### src/rtl/clock_tick_gen.sv
// Multi-channel programmable clock divider: per-channel tick strobe and square wave,
// with run enable, divisor reload deferred to the period boundary, and global phase sync.
module clock_tick_gen #(
    parameter int unsigned CLK_HZ     = 50_000_000,
    parameter int unsigned CHANNELS   = 4,
    parameter int unsigned CNT_W      = 32,
    parameter int unsigned DEFAULT_HZ = 1,
    localparam int unsigned CH_W      = (CHANNELS > 1) ? $clog2(CHANNELS) : 1
) (
    input  logic                i_clock_50mhz,
    input  logic                i_reset,
    input  logic [CHANNELS-1:0] i_enable,
    input  logic                i_sync,
    input  logic                i_load,
    input  logic [CH_W-1:0]     i_load_ch,
    input  logic [CNT_W-1:0]    i_load_div,
    output logic [CHANNELS-1:0] o_tick,
    output logic [CHANNELS-1:0] o_clk,
    output logic [CHANNELS-1:0] o_pending
);

    localparam logic [CNT_W-1:0] DEFAULT_DIV = CNT_W'(CLK_HZ / DEFAULT_HZ);

    // High-phase length; odd divisors round down so the low phase is the longer one.
    function automatic logic [CNT_W-1:0] half_div(input logic [CNT_W-1:0] d);
        return d >> 1;
    endfunction

    function automatic logic is_last(input logic [CNT_W-1:0] cnt, input logic [CNT_W-1:0] d);
        return cnt == (d - CNT_W'(1));
    endfunction

    for (genvar c = 0; c < CHANNELS; c++) begin : g_ch
        logic [CNT_W-1:0] cnt_p1, div_p1, shd_p1;
        logic             pend_p1, tick_p1, clk_p1;
        logic [CNT_W-1:0] cnt_p0, div_p0, shd_p0;
        logic             pend_p0, tick_p0, clk_p0;
        logic             run, wrap, hit;

        // Stage p0: next-state decision from current state and this cycle's controls
        always_comb begin
            run     = i_enable[c] && (div_p1 != '0);
            wrap    = run && is_last(cnt_p1, div_p1);
            hit     = i_load && (i_load_ch == CH_W'(c));
            shd_p0  = hit ? i_load_div : shd_p1;
            cnt_p0  = cnt_p1;
            div_p0  = div_p1;
            pend_p0 = pend_p1;
            tick_p0 = 1'b0;
            if (!run) begin
                // Idle channel: nothing to protect, so writes take effect at once.
                cnt_p0  = '0;
                div_p0  = shd_p0;
                pend_p0 = 1'b0;
            end else if (i_sync) begin
                cnt_p0  = '0;
                div_p0  = shd_p0;
                pend_p0 = 1'b0;
            end else if (wrap) begin
                cnt_p0  = '0;
                div_p0  = shd_p0;
                pend_p0 = 1'b0;
                tick_p0 = 1'b1;
            end else begin
                cnt_p0  = cnt_p1 + CNT_W'(1);
                pend_p0 = pend_p1 | hit;
            end
            clk_p0 = run && (cnt_p0 < half_div(div_p0));
        end

        // Stage p1: channel state and registered outputs
        always_ff @(posedge i_clock_50mhz or negedge i_reset) begin
            if (!i_reset) begin
                cnt_p1  <= '0;
                div_p1  <= DEFAULT_DIV;
                shd_p1  <= DEFAULT_DIV;
                pend_p1 <= 1'b0;
                tick_p1 <= 1'b0;
                clk_p1  <= 1'b0;
            end else begin
                cnt_p1  <= cnt_p0;
                div_p1  <= div_p0;
                shd_p1  <= shd_p0;
                pend_p1 <= pend_p0;
                tick_p1 <= tick_p0;
                clk_p1  <= clk_p0;
            end
        end

        assign o_tick[c]    = tick_p1;
        assign o_clk[c]     = clk_p1;
        assign o_pending[c] = pend_p1;
    end

endmodule
### config.mk
export PLATFORM = sky130hd
export DESIGN_NAME = clock_tick_gen
export DESIGN_NICKNAME = d
export VERILOG_FILES = /design/src/rtl/clock_tick_gen.sv
export SDC_FILE = /design/constraint.sdc
export NUM_CORES = 1
export LEC_CHECK = 0
export CAP_MARGIN = 10
export CORE_MARGIN = 8
export CORE_UTILIZATION = 43
export DETAILED_ROUTE_END_ITERATION = 10
export PLACE_DENSITY = 0.59
export SLEW_MARGIN = 20
export SYNTH_ARGS = -nofsm -noshare
export SYNTH_HDL_FRONTEND = slang
export SYNTH_SLANG_ARGS = --single-unit
### constraint.sdc
create_clock -name i_clock_50mhz -period 6.5 [get_ports i_clock_50mhz]
set_input_delay 0.65 -clock i_clock_50mhz [delete_from_list [all_inputs] [get_ports i_clock_50mhz]]
set_output_delay 0.65 -clock i_clock_50mhz [all_outputs]
set_load 0.02 [all_outputs]
==> metrics.md <==
| Metric | Value |
|---|---|
| Status | complete, no violations |
| Worst relative slew slack | 0.314 |
| Clock buffer depth | 3 |
| Peak supply drop | about 160 µV |
| Postcts setup bufs | 0 |
| Post-DRT Antenna Nets | 0 |
| Htree depth | 2 |
| Multiplexer area fraction after synthesis | 0.108 |
| Hpwl dp | between 40,000 and 50,000 µm |
| Worst EP required | around 7 ns |
| Number of buffers added on ports | 53 |
| Clk sinks | between 300 and 400 |
| Ys Warns | 0 |
| Die footprint | roughly 0.063 mm² |
| Synth Area in XOR/XNOR | 0.104 |
| Post-synth EDFFs | 0 |
| RSZ-0062 raised after global routing | false |
| Yosys cell types | 86 |
| Fillers | 5,048 |
| Fin. Hold Viols | 0 |
| Final worst path period share | 0.926 |
| Finished Core Util | 0.488 |
| Crit-path max cell delay | 0.71 ns |
| Final cell count without fillers | between 3,000 and 4,000 |
| Area fraction in compound gates after synthesis | 0.0687 |
| All-Layer GR Usage | 0.197 |
| Global route overflow | 0 |
| Via/cell ratio | 5.48 |
| Residual DRC | 0 |
| # IOs | 54 |
| Initial antenna violation count | 1 |
| Family with the most delay on the worst path | simple AND/OR/NAND/NOR gates |
| Pwr Density | about 280 mW/mm² |
| Mapped cell area | ~0.024 mm² |
| Post-layout min period | between 6 and 7 ns |
| Clock transition at path regs | approximately 0.060 ns |
| Max-slew violation count | 0 |
| Leak | about 12 nW |
| Average wire per standard cell | 19.7 µm |
| Vias in the first global route | around 18,000 |
| Die Wd | roughly 250 µm |
| Inserted Clock Buffers | between 40 and 50 |
| Max Fanout on Critical Path | 19 |
| Clock Tree Root | clkbuf_16 |
| Row count | 86 |
| CP cell instances | or4_1, or4_1, a211oi_1, o21ai_1, a2111oi_2, nand4_1, or4_4, nand2_4, buf_4, nor2_1, ha_1, a21o_1, a21o_1, a21o_1, a21o_1, a21o_1, a21o_1, a21oi_1, nor3_1, or3_1, a211oi_2 |
| CP Buf/Inv Count | 1 |
| Share of cells above drive strength 1 | 0.177 |
| Synth Area in Simple Gates | 0.185 |
| Max-cap violations | 0 |
| Vias post-DR | about 17,000 |
| Startpoint Class | flop |
| Largest family of logic cells by synthesized area | simple AND/OR/NAND/NOR gates |
| Global-route wire length before repair | ~100,000 µm |
| Cell count after synthesis | approximately 2,400 |
| TritonRoute pass-1 iters | 5 |
| Worst Max-Slew Pin Slew | around 1.0 ns |
| Peak Freq | 166 MHz |
| Synth Area in Adders | 0.0691 |
| CP max stage cell | or4_1 |
| CTS tree | built |
| Synthesized Nets | ~2,500 |
| Clock Skews | between 0.015 and 0.02 ns |
| Sequential area share after synthesis | 0.420 |
| Synth Register Bits | 396 |
| N_diodes | 0 |
| Routability cong. | around 0.9 |
| Largest net degree at the start of global routing | 169 |
| Area grow syn2layout | 12.1% |
| Total Power | around 7.4 mW |
| Inst Count DP | between 3,000 and 4,000 |
| Final layout net count | 2,585 |
| Drt initial violations | ~1,200 |
| Mean Syn Cell Area | 10.1 µm² |
| TNS Setup | 0 ns |
| CP arrival | approximately 6.5 ns |
| Clk Latency, worst-skew pair | between 0.5 and 0.6 ns |
| Crit path capture type | flop |
| Post-synthesis async set-or-reset flop share | 1.00 |
| Final setup fails | 0 |
| Critical Setup Path Class | reg2reg |
| HP Class | in2async |
| Crit-path most repeated cell | a21o_1 |
| Main flop type after synthesis | dfrtp_1 |
| Die height | around 250 µm |
| Overall routed net length | ~63,000 µm |
| Core footprint | about 0.055 mm² |
| Starting Density | 0.435 |
stage by stage:
stage	hold slack, ns	area (µm²)	setup slack [ns]
final	0.0576	26800	0.479
after global routing	0.102	26800	0.0983
after CTS	0.0559	26800	0.232
after detailed placement	0.482	25200	0.318
after global placement	0.480	25200	0.306
after floorplan	0.354	23900	1.03
cells in the final DEF, fill, tap and decap left out, drive strengths merged, types with 77 or more instances in the layout:
| cell | n |
|---|---|
| nand2 | 109 |
| dfstp | 96 |
| ha | 132 |
| inv | 152 |
| mux2i | 101 |
| xnor2 | 156 |
| xor2 | 124 |
| nand3 | 77 |
| mux2 | 133 |
| dfrtp | 300 |
| nor2 | 240 |
worst paths after layout:
kind                                         start            endpoint  slack, ns  cells past startpoint
worst max-delay path             g_ch[1].div_p1[0]      g_ch[1].clk_p1       0.48                     21
worst min-delay path                       i_reset   g_ch[1].cnt_p1[8]       0.06                      1
worst max register to register   g_ch[1].div_p1[0]      g_ch[1].clk_p1       0.48                     21
worst min register to register  g_ch[3].shd_p1[11]  g_ch[3].shd_p1[11]       0.50                      1
max in group asynchronous                  i_reset  g_ch[0].cnt_p1[28]       5.00                      2
min in group i_clock_50mhz      g_ch[3].shd_p1[11]  g_ch[3].shd_p1[11]       0.50                      1
registers in the layout (all words and copies together), names as in the netlist:
name	cells
g_ch.shd_p1	128
g_ch.cnt_p1	128
g_ch.clk_p1	4
g_ch.tick_p1	4
g_ch.div_p1	128
g_ch.pend_p1	4
repair_timing:
item | in CTS | in global routing
hold buffers | 0 | 0
resized for setup | 0 | 6
endpoints found under the setup margin | 0 | 2
power by group:
part           total [mW]  switching, mW  internal [mW]
sequential           3.23          0.350           2.88
clock                2.76           1.07           1.69
combinational        1.46          0.810          0.647
kinds of logic (layout without fill, tap and decap cells):
group	count (synthesis)	in the layout
and+or+nand+nor	839	839
DFF	396	396
xor gates and xnor gates	281	281
buffers and inverters	248	321
AOI/OAI and AO/OA	244	244
muxes	234	234
adders and majority gates	132	132
cell type report:
| class | count | area (µm²) | area share |
|---|---|---|---|
| multi-input combinational | 1730 | 12800 | 0.479 |
| clock inverter | 21 | 327 | 0.0122 |
| sequential | 396 | 10000 | 0.374 |
| timing repair buffer | 90 | 851 | 0.0317 |
| clock buffer | 61 | 1280 | 0.0476 |
| inverter | 149 | 559 | 0.0209 |
| tap | 748 | 936 | 0.0349 |
metal layers:
layer	GRT usage	vias to the layer above	wire length, µm
met5	0	-	33
met4	0.0845	4	2600
met3	0.0271	122	2400
met2	0.322	341	29100
met1	0.261	8625	28600
li1	-	8402	-
synthesized netlist by cell type, drive strengths merged, types with 8 or more instances:
master  instances  share of area
and4           12         0.0044
a211oi         11         0.0037
xnor2         156          0.057
dfstp          96           0.11
inv           149          0.023
o21ai          43         0.0090
a31oi           8         0.0021
dfrtp         300           0.31
xor2          124          0.045
nand2         109          0.017
or3            22         0.0058
and2           22         0.0059
nor4           48          0.013
ha            132          0.069
nand4          62          0.016
clkbuf         61         0.0096
nand3          77          0.016
nand4b          8         0.0036
nand2b         12         0.0031
nor2          240          0.038
mux2          133          0.063
buf            38          0.013
and3           63          0.016
nor4b           9         0.0036
mux2i         101          0.046
a21o           50          0.016
a21oi          62          0.013
or4            22         0.0071
or2            30         0.0079
nor3           56          0.012
nand3b          8         0.0025
nor2b          22         0.0058
Note: power is estimated with default switching activity, not from simulation.
